File: src/rtl/fcs_sequencer.sv
`default_nettype none
// ============================================================================
// Module  : fcs_sequencer
// Purpose : Frame sequencer that passes frame bytes through, zero-pads short
//           frames, then appends the 4-byte FCS from an external CRC-32 core.
// Revision: 1.0 - initial release
// ============================================================================
module fcs_sequencer #(
    parameter int MIN_LEN = 60,
    parameter bit PAD_EN  = 1'b1
) (
    input  logic        clk,
    input  logic        rst_n,
    input  logic [7:0]  s_data,
    input  logic        s_valid,
    input  logic        s_last,
    output logic        s_ready,
    output logic [7:0]  m_data,
    output logic        m_valid,
    output logic        m_last,
    input  logic        m_ready,
    output logic        crc_rst_n,
    output logic        crc_en,
    output logic [7:0]  crc_data,
    input  logic [31:0] crc_in,
    output logic        busy
);

    typedef enum logic [2:0] {
        ST_DATA  = 3'd0,
        ST_PAD   = 3'd1,
        ST_WAIT  = 3'd2,
        ST_FCS   = 3'd3,
        ST_CLEAR = 3'd4
    } state_t;

    localparam logic [10:0] c_CNT_MAX = 11'd2047;
    localparam logic [11:0] c_MIN_LEN = 12'(MIN_LEN);

    state_t      r_state, w_state_nx;
    logic [10:0] r_count, w_count_nx, w_count_sat;
    logic [11:0] w_count_p1;
    logic [1:0]  r_idx, w_idx_nx;
    logic [31:0] r_fcs, w_fcs_nx;
    logic [7:0]  w_m_data, w_crc_data;
    logic        w_m_valid, w_m_last, w_s_ready, w_crc_en;

    // Unsaturated count+1 for the pad decision, saturated copy for storage
    assign w_count_p1  = {1'b0, r_count} + 12'd1;
    assign w_count_sat = (r_count == c_CNT_MAX) ? r_count : (r_count + 11'd1);

    always_ff @(posedge clk) begin
        if (!rst_n) begin
            r_state <= ST_DATA;
            r_count <= 11'd0;
            r_idx   <= 2'd0;
            r_fcs   <= 32'd0;
        end else begin
            r_state <= w_state_nx;
            r_count <= w_count_nx;
            r_idx   <= w_idx_nx;
            r_fcs   <= w_fcs_nx;
        end
    end

    always_comb begin
        w_state_nx = r_state;
        w_count_nx = r_count;
        w_idx_nx   = r_idx;
        w_fcs_nx   = r_fcs;
        w_m_data   = 8'h00;
        w_m_valid  = 1'b0;
        w_m_last   = 1'b0;
        w_s_ready  = 1'b0;
        w_crc_en   = 1'b0;
        w_crc_data = 8'h00;
        case (r_state)
            ST_DATA: begin
                w_m_data   = s_data;
                w_m_valid  = s_valid;
                w_s_ready  = m_ready;
                w_crc_data = s_data;
                w_crc_en   = s_valid & m_ready;
                if (s_valid && m_ready) begin
                    w_count_nx = w_count_sat;
                    if (s_last) begin
                        if (PAD_EN && (w_count_p1 < c_MIN_LEN)) begin
                            w_state_nx = ST_PAD;
                        end else begin
                            w_state_nx = ST_WAIT;
                        end
                    end
                end
            end
            ST_PAD: begin
                w_m_valid = 1'b1;
                w_crc_en  = m_ready;
                if (m_ready) begin
                    w_count_nx = w_count_sat;
                    if (w_count_p1 >= c_MIN_LEN) begin
                        w_state_nx = ST_WAIT;
                    end
                end
            end
            ST_WAIT: begin
                // CRC core output has settled on the last enabled byte by now
                w_fcs_nx   = crc_in;
                w_idx_nx   = 2'd0;
                w_state_nx = ST_FCS;
            end
            ST_FCS: begin
                w_m_valid = 1'b1;
                w_m_data  = r_fcs[{r_idx, 3'b000} +: 8];
                w_m_last  = (r_idx == 2'd3);
                if (m_ready) begin
                    w_idx_nx = r_idx + 2'd1;
                    if (r_idx == 2'd3) begin
                        w_count_nx = 11'd0;
                        w_state_nx = ST_CLEAR;
                    end
                end
            end
            ST_CLEAR: begin
                w_state_nx = ST_DATA;
            end
            default: begin
                w_state_nx = ST_DATA;
            end
        endcase
    end

    assign m_data    = w_m_data;
    assign crc_data  = w_crc_data;
    assign m_valid   = rst_n & w_m_valid;
    assign m_last    = rst_n & w_m_last;
    assign s_ready   = rst_n & w_s_ready;
    assign crc_en    = rst_n & w_crc_en;
    assign crc_rst_n = rst_n & (r_state != ST_CLEAR);
    assign busy      = rst_n & ~((r_state == ST_DATA) && (r_count == 11'd0));

endmodule
`default_nettype wire

File: config.mk
export PLATFORM = sky130hd
export DESIGN_NAME = fcs_sequencer
export DESIGN_NICKNAME = d
export VERILOG_FILES = /design/src/rtl/fcs_sequencer.sv
export SDC_FILE = /design/constraint.sdc
export NUM_CORES = 1
export LEC_CHECK = 0
export ABC_AREA = 1
export BUFFER_PORTS_ARGS = -buffer_cell sky130_fd_sc_hd__buf_2
export CAP_MARGIN = 15
export CORE_ASPECT_RATIO = 2
export CORE_MARGIN = 1
export CORE_UTILIZATION = 35
export CTS_CLUSTER_DIAMETER = 30
export DETAILED_ROUTE_END_ITERATION = 16
export SLEW_MARGIN = 20
export SYNTH_ARGS = -nofsm -noshare
export SYNTH_HDL_FRONTEND = slang
export SYNTH_SLANG_ARGS = --single-unit
File: constraint.sdc
create_clock -name clk -period 2.25 [get_ports clk]
set_input_delay 0.3375 -clock clk [delete_from_list [all_inputs] [get_ports clk]]
set_output_delay 0.3375 -clock clk [all_outputs]
set_load 0.005 [all_outputs]
== Word-level counts from Yosys, hierarchy flattened ==
Index checks and enable logic that the tools add are counted.

* Bits of input ports: 45
* ROM bits: 0
* Output and inout bits: 22
* Bits in writable memories: 0
* Memories: 0
* Word-level logic and storage cells: 62
* Latch bits: 0
* Register bits: 48

* Reductions and logical operators: 10
* Eq/ne operators: 12
* Shift-type cells: 1
* Mux-type cells: 22
* Add/subtract/negate cells: 3
* $mul: 0
* Order comparisons: 2
* Bitwise operators: 8
* Divide/modulo/power cells: 0

{| class="wikitable"
|+ Operators by type and width
! operator !! number
|-
| 2-to-1 mux 11 bit || 5
|-
| one-hot mux 11 bit (3 select lines) || 1
|-
| indexed part select 32 x 6 -> 8 bit || 1
|-
| 2-to-1 mux 3 bit || 6
|-
| one-hot mux 8 bit (2 select lines) || 1
|-
| adder 11 x 1 -> 12 bit (second input constant) || 1
|-
| >= comparator 12 x 6 -> 1 bit (second input constant) || 1
|-
| < comparator 12 x 6 -> 1 bit (second input constant) || 1
|-
| != test 2 bit (second input constant) || 6
|-
| one-hot mux 3 bit (4 select lines) || 1
|-
| adder 11 x 1 -> 11 bit (second input constant) || 1
|-
| equality test 11 bit (second input constant) || 1
|-
| logical NOT 11 bit || 1
|-
| 2-to-1 mux 8 bit || 1
|-
| bitwise AND 1 bit || 7
|-
| equality test 3 x 2 -> 1 bit (second input constant) || 2
|-
| AND reduction 6 bit || 1
|-
| AND reduction 5 bit || 1
|-
| 2-to-1 mux 2 bit || 2
|-
| one-hot mux 1 bit (2 select lines) || 2
|-
| one-hot mux 2 bit (2 select lines) || 1
|-
| equality test 3 x 1 -> 1 bit (second input constant) || 1
|-
| logical NOT 3 bit || 1
|-
| != test 3 bit (second input constant) || 1
|-
| 9 further kinds || 11
|}

== Longest topological paths before layout ==
Gate-level depths: netlist of the first run.

* Depth in word-level cells: 6
* Depth in mapped cells: 13
* Mapped depth without buffers: 13

== Least setup slack after synthesis of the first run ==
OpenSTA, ideal clock, no wires.

* Path type: register to register
* From: reg r_count[1]
* To: reg r_count[10]
* Data arrival time: 1.427 ns
* Library setup time: 0.128 ns
* Required time: 2.122 ns
* Stages on the path, launching flop included: 13
* Path buffers: 0
* Clock period less this slack: 1.555 ns
* Slack: 0.695 ns
* Path through: dfxtp_1 > ha_1 > nand2_1 > nor2_4 > nand3_1 > o21ai_1 > nand2_1 > nand2_2 > nor2_4 > inv_2 > nor2_1 > a21oi_1 > nor2_1

* Word-level cells in the longest chain between the ends: 4
* Elaborated cells between the ends (all ways): 6
* Classes of those cells: 1 x add/sub; 1 x eq/ne; 4 x mux

{| class="wikitable"
|+ Ends and longest elaborated chain
! element !! RTL line !! RTL
|-
| start, declared || 41 || <nowiki>logic [10:0] r_count, w_count_nx, w_count_sat;</nowiki>
|-
| start signal, assigned || 60 || <nowiki>r_count <= w_count_nx;</nowiki>
|-
| adder 11 x 1 -> 11 bit or equality test 11 bit (tied branches) || 50 || <nowiki>assign w_count_sat = (r_count == c_CNT_MAX) ? r_count : (r_count + 11'd1);</nowiki>
|-
| 2-to-1 mux 11 bit * || 50 ||
|-
| 2-to-1 mux 11 bit, on equally long branches || 98, 84 ||
|-
| one-hot mux 11 bit (3 select lines) * || 77 || <nowiki>case (r_state)</nowiki>
|}

Every way passes the cells marked *; elsewhere a longest branch is shown, timed or not. The select of a mux whose other input is x is not followed.
A chain may end at the register's enable or synchronous reset.

== Final worst setup path of the first run ==
* From: reg r_state[2]
* To: out m_last

* Word-level cells in the longest chain between the ends: 3

{| class="wikitable"
|+ Ends and longest elaborated chain
! element !! RTL line !! RTL
|-
| start, declared || 40 || <nowiki>state_t r_state, w_state_nx;</nowiki>
|-
| start signal, assigned || 59 || <nowiki>r_state <= w_state_nx;</nowiki>
|-
| equality test 3 x 2 -> 1 bit || 77 ||
|-
| 2-to-1 mux 1 bit || 77 ||
|-
| bitwise AND 1 bit || 135 || <nowiki>assign m_last = rst_n & w_m_last;</nowiki>
|-
| end, declared || 20 || <nowiki>output logic m_last,</nowiki>
|}

Every way passes these cells.

==> results of run 1 <==
power groups by stage:
stage	registers, mW	clock network, mW	logic [mW]
floorplan	0.930	0	0.255
global placement	0.934	0	0.405
finish	0.917	0.817	0.404
detailed placement	0.936	0	0.407
global route	0.921	0.874	0.457
CTS	0.917	0.836	0.410
worst max-delay path by stage:
stage,startpoint,endpoint,cells after the start
3_3_place_gp,r_count[1],r_state[0],10
4_1_cts,r_state[0],m_last,7
6_report,r_state[2],m_last,8
2_1_floorplan,r_count[1],r_count[10],12
3_5_place_dp,r_count[1],r_count[7],12
5_1_grt,r_state[1],crc_en,6
flip-flops by register name, summed over array words and instances (netlist names):
register,count
r_idx,2
r_count,11
r_state,3
r_fcs,32
placed cells by master, fill, tap and decap left out:
cell | Yosys | final
clkbuf_16 | 0 | 5
inv_1 | 46 | 46
nand2_2 | 4 | 4
a211oi_1 | 1 | 1
a31oi_1 | 2 | 2
a22oi_1 | 4 | 4
nor2_1 | 67 | 67
xor2_1 | 1 | 1
nand3_1 | 11 | 11
o211ai_1 | 8 | 8
nor3_2 | 1 | 1
or2_2 | 1 | 1
nor2_4 | 3 | 3
inv_2 | 2 | 2
o21ai_0 | 43 | 43
o22ai_1 | 1 | 1
dfxtp_1 | 48 | 48
nor4_1 | 2 | 2
nor2_2 | 3 | 3
nor3_1 | 3 | 3
a21oi_1 | 38 | 38
buf_2 | 3 | 66
buf_4 | 0 | 7
nand2_1 | 54 | 54
a31o_2 | 8 | 8
ha_1 | 3 | 3
o21ai_1 | 2 | 2
nand3_2 | 1 | 1
bufinv_16 | 0 | 1
stage by stage:
step | cells | power [mW] | hold slack (ns)
2_1_floorplan | 377 | 1.19 | 0.424
3_3_place_gp | 520 | 1.34 | 0.436
3_5_place_dp | 520 | 1.34 | 0.437
4_1_cts | 526 | 2.16 | 0.268
5_1_grt | 526 | 2.25 | 0.276
6_report | 526 | 2.14 | 0.267
worst max-delay path, cell delays in order, from the launching register on:
cell and delay (ns):
dfxtp_1 0.33, inv_1 0.10, nand2_2 0.09, inv_1 0.07, nand2_2 0.08, inv_1 0.33, nand2_1 0.11, nor2_1 0.11
buf_2 0.13
kinds of logic (layout without fill, tap and decap cells):
| kind of cell | after synthesis | in the layout | share of synthesized area, % |
|---|---|---|---|
| AO/OA/AOI/OAI | 107 | 107 | 23.9 |
| flip-flops | 48 | 48 | 38.2 |
| XOR/XNOR | 1 | 1 | 0.348 |
| AND/OR/NAND/NOR | 150 | 150 | 25.5 |
| buffers and inverters | 68 | 127 | 10.6 |
| adder cells (fa/ha/maj) | 3 | 3 | 1.49 |
layer usage:
metal / GRT usage (%) / part of all wire [%]
met1: 20.8 / 39
met2: 34.5 / 54
met3: 3.72 / 5.0
met4: 8.47 / 2.2
met5: 0 / 0
cell type report:
type                       instances  share of cell area, %
clock buffer                       5                   4.06
sequential                        48                   31.2
inverter                          48                   5.85
timing repair buffer              73                   12.4
clock inverter                     1                  0.975
tap                               90                   3.66
multi-input combinational        261                   41.8
==> out/metrics.csv, run 1 <==
stage,metric,value,unit
run_status,outcome,completed,
die,row_count,43,
layout,nets,485,
sta,timing.final.ws_setup,0.279,ns
setup_path,cp.required,1.91,ns
synth,synth_common_cells,"nor2_1 (67), nand2_1 (54), dfxtp_1 (48)",
sta,rsz0062_at_grt,false,
synth,yosysWarnings,0,
die,start_util,36.3,%
sta,setup_viol_count_final,0,
global_route,grt_first_pass_wirelength,10900,µm
setup_path,r2r_cells,12,
sta,tightest_slew,0.745,ns
layout,drive_gt1_share,23.4,%
detailed_routing,vias_per_cell,4.96,
sta,finalClockSkew,0.00410,ns
die,chipWidth,62.0,µm
cts,cts_root_buf,clkbuf_16,
power_and_ir_drop,powerDensity,694,mW/mm²
synth,ys_types,28,
sta,tns,0,ns
cts,clk_latency,0.29,ns
detailed_routing,drt-initial-drc-count,76,
synth,synthFlopType,dfxtp_1,
setup_path,worstReg2RegStart,r_count[1],
synth,yosysMostFrequentCell,nor2_1,
hold_path,min_delay_worst_endpoint,r_fcs[25],
power_and_ir_drop,power_frac_comb,18.9,%
synth,synthArstFlopShare,0,%
sta,relSlewSlack,50.3,%
synth,synth_edf_count,0,
synth,post-synth-top-area-fraction,38.2,%
synth,syn-num-nets,425,
hold_path,hold_depth,3,
power_and_ir_drop,clockPowerShare,38.2,%
synth,synth_seq_cells,48,
setup_path,path_class,reg2out,
place,post-place-ws,0.475,ns
synth,synth.largest_area_cell,dfxtp_1,
cts,postCtsSetupRepairBufs,0,
power_and_ir_drop,ir_drop,0.489,mV
layout,fill_cells,779,
cts,cts.htree.levels,2,
synth,syn_inst,377,
detailed_routing,routed_wl,6710,µm
sta,finalMaxSlewViolations,0,
cts,cts_resized,0,
global_route,grt_max_degree,51,
layout,area_delta_synth_final,22.4,%
die,die_area,0.00755,mm²
place,gp_congestion,0.858,
power_and_ir_drop,p_seq_share,42.9,%
detailed_routing,postRouteAntennaNets,0,
setup_path,worstPathArrival,1.63,ns
power_and_ir_drop,power_switching,567,µW
die,chipHeight,122,µm
place,hpwl,5140,µm
detailed_routing,drt_first_pass_iters,5,
layout,seq_area,961,µm²
global_route,grt_overflow_total,0,
hold_path,min_from,crc_in[25],
global_route,grt_usage,19.4,%
sta,finalCritPeriodShare,87.6,%
detailed_routing,avgRoutedWirePerCell,12.8,µm
setup_path,timing.rr.end,r_count[5],
cts,cts_buffers,5,
setup_path,end_kind,primary output,
die,core_area,0.00694,mm²
power_and_ir_drop,power_switching_share,26.5,%
job,max_cap_violations,0,
sta,clock.fmax,507,MHz
place,numPortBuffers,66,
layout,multi_input_area,0.00129,mm²
power_and_ir_drop,intPower,1.57,mW
detailed_routing,drc,0,
global_route,grt_pass1_vias,2488,
sta,final_hold_viol_count,0,
hold_path,hold_class,in2reg,
layout,utilization,44.4,%
cts,cts_buffer_depth,2,
setup_path,cp_max_fo,11,
synth,synth_area_leaders,"dfxtp_1 (38%), nor2_1 (10%), o21ai_0 (8.6%)",
setup_path,ff2ff_setup_slack,0.49,ns
place,place_area,0.00293,mm²
global_route,antenna_found_initial,0,
setup_path,start_kind,flip-flop,
synth,syn_area,0.00252,mm²
synth,postSynthAreaPerCell,6.67,µm²
layout,antennaDiodeCount,0,
cts,clk_pin_slew_worst_paths,0.06,ns
die,ios,67,
synth,yosysSeqAreaShare,38.2,%
cts,cts_tree,built,
cts,ctsHoldBuffers,0,
layout,finalInstanceArea,0.00308,mm²
cts,clock_sinks,48,
detailed_routing,via_count,2610,
power_and_ir_drop,p_leak,1.38,nW
sta,fin_crit,1.97,ns
Power figures use the tool's default switching activity.
==> inputs of run 2 (changes only) <==
--- a/config.mk
+++ b/config.mk
@@ -13,6 +13,7 @@
 export CORE_UTILIZATION = 35
 export CTS_CLUSTER_DIAMETER = 30
 export DETAILED_ROUTE_END_ITERATION = 16
+export RECOVER_POWER = 25
 export SLEW_MARGIN = 20
 export SYNTH_ARGS = -nofsm -noshare
 export SYNTH_HDL_FRONTEND = slang
==> run 2 against run 1 <==
  * Total power is 0.15% lower
  * Clock-buffer cell count stayed put
  * Final area is 0.24% lower
  * Clock power hardly changed
  * Clock skew hardly changed
  * Setup slack worse by 0.021 ns
  * Critical path depth stayed put
  * Sequential power hardly changed
  * Die area stayed put
  * First-iteration DRC count is 3.9% lower
  * Fmax is 1.1% lower
  * Critical endpoint unchanged
  * Largest cell class unchanged
==> out/metrics.csv, run 2 (same netlist as run 1, synthesis figures left out) <==
stage,metric,value,unit,change
setup_path,cp_max_fo,11,,unchanged
sta,clock.fmax,502,MHz,-1.1%
setup_path,cp.required,1.91,ns,about the same
global_route,grt_pass1_vias,2488,,unchanged
layout,top_register,r_fcs,,
setup_path,path_cells,inv_1 > nand2_1 > inv_1 > nand2_2 > inv_1 > nand2_1 > nor2_1 > buf_2,,
layout,largest_register_ffs,32,,unchanged
cts,cts_buffer_depth,2,,unchanged
detailed_routing,drt_first_pass_iters,4,,-1
global_route,grt_usage,19.4,%,unchanged
cts,cts_root_buf,clkbuf_16,,
sta,relSlewSlack,49.8,%,-0.44 points
layout,top_regs,"r_fcs (32), r_count (11), r_state (3)",,
power_and_ir_drop,powerDensity,695,mW/mm²,about the same
global_route,grt_first_pass_wirelength,10900,µm,unchanged
job,max_cap_violations,0,,unchanged
detailed_routing,vias_per_cell,4.96,,unchanged
setup_path,path_common_cell,inv_1,,
setup_path,start_kind,flip-flop,,
detailed_routing,drc,0,,unchanged
layout,antennaDiodeCount,0,,unchanged
setup_path,r2r_cells,12,,unchanged
layout,area_delta_synth_final,22.1,%,
cts,clk_pin_slew_worst_paths,0.06,ns,about the same
global_route,grt_max_degree,51,,unchanged
global_route,grt_overflow_total,0,,unchanged
setup_path,max_stage_delay,0.33,ns,about the same
hold_path,hold_class,in2reg,,
die,chipHeight,122,µm,unchanged
layout,fill_cells,781,,+0.26%
die,die_area,0.00755,mm²,unchanged
sta,fin_crit,1.99,ns,+0.0209 ns
sta,worst_hold_slack,0.268,ns,+0.000751 ns
die,chipWidth,62.0,µm,unchanged
setup_path,timing.rr.end,r_count[5],,
place,gp_congestion,0.858,,unchanged
detailed_routing,avgRoutedWirePerCell,12.7,µm,-0.46%
setup_path,crit_end,m_last,,
global_route,antenna_found_initial,0,,unchanged
setup_path,startpoint,r_state[2],,
sta,rsz0062_at_grt,false,,
layout,nets,485,,unchanged
sta,finalCritPeriodShare,88.5,%,+0.93 points
layout,drive_gt1_share,22.9,%,-0.46 points
layout,final_cell_mix,"nor2_1 (67), buf_2 (66), nand2_1 (55)",,
cts,cts_tree,built,,
power_and_ir_drop,p_leak,1.37,nW,-0.34%
die,start_util,36.3,%,unchanged
sta,tns,0,ns,unchanged
setup_path,path_class,reg2out,,
cts,clock_sinks,48,,unchanged
die,core_area,0.00694,mm²,unchanged
die,row_count,43,,unchanged
detailed_routing,via_count,2610,,unchanged
cts,cts.htree.levels,2,,unchanged
power_and_ir_drop,ir_drop,0.489,mV,about the same
layout,final_common_cell,nor2_1,,
cts,cts_buffers,5,,unchanged
sta,setup_viol_count_final,0,,unchanged
cts,ctsHoldBuffers,0,,unchanged
sta,finalClockSkew,0.00385,ns,-0.000257 ns
setup_path,end_kind,primary output,,
sta,finalMaxSlewViolations,0,,unchanged
detailed_routing,postRouteAntennaNets,0,,unchanged
run_status,outcome,completed,,
sta,final_hold_viol_count,0,,unchanged
cts,cts_resized,0,,unchanged
sta,tightest_slew,0.752,ns,+0.00663 ns
detailed_routing,drt-initial-drc-count,73,,-3.9%
die,ios,67,,unchanged
setup_path,worstReg2RegStart,r_count[1],,
detailed_routing,routed_wl,6680,µm,-0.46%
setup_path,worstPathArrival,1.65,ns,+0.02 ns
cts,postCtsSetupRepairBufs,0,,unchanged
setup_path,slowest_stage,inv_1,,
cts,clk_latency,0.29,ns,about the same
place,hpwl,5140,µm,unchanged
setup_path,ff2ff_setup_slack,0.49,ns,about the same
place,numPortBuffers,66,,unchanged
## run 2: cell counts in the layout (fill, tap and decap cells not counted)
Identical to the previous run, type by type.
## run 2: per-stage QoR
step | cells | total power, mW | area [µm²] | setup WS [ns] | util (%)
after floorplan | 377 | 1.19 | 2520 | 0.695 | -
final | 526 | 2.14 | 3070 | 0.258 | 44.3
after CTS | 526 | 2.16 | 3080 | 0.262 | 44.4
after global placement | 520 | 1.34 | 2930 | 0.522 | 42.1
after global routing | 526 | 2.25 | 3070 | 0.136 | 44.3
after detailed placement | 520 | 1.34 | 2930 | 0.475 | 42.1
## run 2: final cells by class
cell class | count | area (µm²) | share of cell area (%)
flip-flops and latches | 48 | 961 | 31.3
inverters | 48 | 180 | 5.86
clock inverters | 1 | 30.0 | 0.977
multi-input cells | 261 | 1280 | 41.7
clock buffers | 5 | 125 | 4.07
well taps | 90 | 113 | 3.66
repair buffers | 73 | 383 | 12.5
## run 2: how the worst min path moves through the flow
stage / from / endpoint / slack, ns / cells past startpoint
floorplan: r_fcs[7] / r_fcs[7] / 0.42 / 2
global placement: r_fcs[5] / r_fcs[5] / 0.44 / 2
detailed placement: r_fcs[5] / r_fcs[5] / 0.44 / 2
CTS: crc_in[10] / r_fcs[10] / 0.27 / 3
global route: crc_in[28] / r_fcs[28] / 0.28 / 3
finish: crc_in[25] / r_fcs[25] / 0.27 / 3
## run 2: power by group
group / internal [mW] / total [mW] / switching [mW]
sequential: 0.893 / 0.916 / 0.0237
clock: 0.512 / 0.816 / 0.305
combinational: 0.166 / 0.403 / 0.237
## run 2: worst max-delay path, delay by kind of cell, from the launching register on
kind          cells  cell delay, ns
buf+inv           4            0.64
simple gates      4            0.41
flops             1            0.32
## run 2: per-layer routing
metal / up-vias / global-route usage (%) / part of all wire [%] / wire length, µm
met2: 83 / 34.5 / 54 / 3630
met3: 10 / 3.72 / 4.9 / 328
li1: 1346 / - / - / -
met4: 0 / 8.47 / 2.2 / 149
met5: - / 0 / 0 / 0
met1: 1171 / 20.8 / 39 / 2580
==> inputs of run 3 (changes only) <==
--- a/config.mk
+++ b/config.mk
@@ -6,7 +6,7 @@
 export NUM_CORES = 1
 export LEC_CHECK = 0
 export ABC_AREA = 1
-export BUFFER_PORTS_ARGS = -buffer_cell sky130_fd_sc_hd__buf_2
+export BUFFER_PORTS_ARGS = -buffer_cell sky130_fd_sc_hd__clkbuf_2
 export CAP_MARGIN = 15
 export CORE_ASPECT_RATIO = 2
 export CORE_MARGIN = 1
==> run 3 against run 2 <==
  * Flip-flop and latch count stayed put
  * First-iteration DRC count is 47% higher
  * Fmax is 0.14% higher
  * Sequential share of layout area is 0.34 points lower
  * Combinational power is 1% higher
==> out/metrics.csv, run 3 (same netlist as run 1, synthesis figures left out) <==
stage,metric,value,unit,change
global_route,grt_pass1_vias,2504,,+0.64%
cts,cts_buffers,5,,unchanged
layout,final_common_cell,nor2_1,,
layout,top_regs,"r_fcs (32), r_count (11), r_state (3)",,
hold_path,hold_class,in2reg,,
sta,setup_viol_count_final,0,,unchanged
place,numPortBuffers,66,,unchanged
layout,area_delta_synth_final,23.5,%,
sta,finalMaxSlewViolations,0,,unchanged
cts,cts_resized,0,,unchanged
layout,antennaDiodeCount,0,,unchanged
detailed_routing,routed_wl,6840,µm,+2.4%
place,gp_congestion,0.852,,-0.75%
setup_path,worstPathArrival,1.65,ns,about the same
sta,relSlewSlack,48.3,%,-1.5 points
layout,top_register,r_fcs,,
detailed_routing,vias_per_cell,4.93,,-0.69%
detailed_routing,drt_first_pass_iters,4,,unchanged
job,max_cap_violations,0,,unchanged
sta,rsz0062_at_grt,false,,
cts,clock_sinks,48,,unchanged
place,post-place-ws,0.471,ns,-0.00445 ns
power_and_ir_drop,finalPower,2.27,mW,+6.4%
die,chipWidth,62.0,µm,unchanged
detailed_routing,postRouteAntennaNets,0,,unchanged
setup_path,cp_max_fo,9,,-2
cts,cts.htree.levels,2,,unchanged
die,row_count,43,,unchanged
cts,postCtsSetupRepairBufs,0,,unchanged
sta,final_hold_viol_count,0,,unchanged
detailed_routing,drc,0,,unchanged
run_status,outcome,completed,,
place,place_area,0.00293,mm²,unchanged
layout,fill_cells,758,,-2.9%
die,die_area,0.00755,mm²,unchanged
cts,clk_latency,0.29,ns,about the same
setup_path,cp.required,1.91,ns,about the same
cts,cts_root_buf,clkbuf_16,,
cts,cts_buffer_depth,2,,unchanged
power_and_ir_drop,ir_drop,0.556,mV,+14%
global_route,grt_overflow_total,0,,unchanged
setup_path,start_kind,flip-flop,,
cts,cts_tree,built,,
cts,clk_pin_slew_worst_paths,0.07,ns,about the same
layout,nets,485,,unchanged
setup_path,end_kind,primary output,,
detailed_routing,avgRoutedWirePerCell,13.0,µm,+2.2%
layout,final_cell_mix,"nor2_1 (67), clkbuf_2 (66), nand2_1 (54)",,
setup_path,path_class,reg2out,,
sta,finalClockSkew,0.00460,ns,+0.000758 ns
cts,ctsHoldBuffers,0,,unchanged
detailed_routing,drt-initial-drc-count,107,,+47%
die,core_area,0.00694,mm²,unchanged
sta,tns,0,ns,unchanged
power_and_ir_drop,p_leak,1.40,nW,+1.6%
layout,drive_gt1_share,23.3,%,+0.41 points
global_route,grt_usage,19.7,%,+0.30 points
layout,finalInstanceArea,0.00311,mm²,+1.1%
sta,fin_crit,1.99,ns,-0.00277 ns
sta,timing.final.ws_setup,0.261,ns,+0.00277 ns
sta,finalCritPeriodShare,88.4,%,-0.12 points
detailed_routing,via_count,2597,,-0.50%
sta,tightest_slew,0.775,ns,+0.0237 ns
global_route,grt_first_pass_wirelength,11000,µm,+1.5%
sta,worst_hold_slack,0.264,ns,-0.00426 ns
global_route,grt_max_degree,51,,unchanged
layout,largest_register_ffs,32,,unchanged
die,start_util,36.3,%,unchanged
power_and_ir_drop,powerDensity,731,mW/mm²,+5.2%
place,hpwl,5180,µm,+0.87%
sta,clock.fmax,503,MHz,+0.14%
die,ios,67,,unchanged
global_route,antenna_found_initial,0,,unchanged
die,chipHeight,122,µm,unchanged
-- run 3: cell types whose count changed in the layout (fill, tap and decap cells not counted) --
| cell | change |
|---|---|
| buf_2 | -66 |
| buf_4 | -1 |
| bufinv_16 | +1 |
| clkbuf_1 | +1 |
| clkbuf_2 | +66 |
| nand2_1 | -1 |
| nand2_2 | +1 |
| nor3_1 | -1 |
| nor3_2 | +1 |
-- run 3: layout make-up --
type,count,area (µm²),area share [%]
timing repair buffer,73,379,12.2
tap,90,113,3.62
clock inverter,2,60.1,1.93
multi-input combinational,261,1290,41.5
inverter,48,180,5.80
sequential,48,961,30.9
clock buffer,5,125,4.03
-- run 3: power by group --
group / internal [mW] / total [mW] / switching [mW]
sequential: 0.893 / 0.917 / 0.0242
combinational: 0.167 / 0.409 / 0.242
clock: 0.630 / 0.946 / 0.315
-- run 3: stage by stage --
step,utilization [%],std cells
global route,44.8,527
detailed placement,42.1,520
global placement,42.1,520
CTS,44.8,527
finish,44.8,527
floorplan,-,377
-- run 3: final timing paths --
| check | to | cells past startpoint | startpoint | slack [ns] |
|---|---|---|---|---|
| worst max-delay path | m_data[1] | 6 | r_state[1] | 0.26 |
| worst min-delay path | r_fcs[10] | 3 | crc_in[10] | 0.26 |
| worst max register to register | r_idx[0] | 7 | r_state[1] | 0.38 |
| worst min register to register | r_fcs[5] | 2 | r_fcs[5] | 0.45 |
-- run 3: critical path, stage by stage, from the launching register on --
cell      delay, ns
dfxtp_1        0.37
nor2_1         0.18
nand2_1        0.17
buf_4          0.22
nor2_1         0.18
a31o_2         0.13
clkbuf_2       0.11
-- run 3: layer usage --
layer	vias to the layer above	wire length [µm]	GRT usage, %
met4	0	207	10.4
met3	15	326	2.97
li1	1346	-	-
met5	-	0	0
met2	81	3640	33.8
met1	1155	2660	22.0
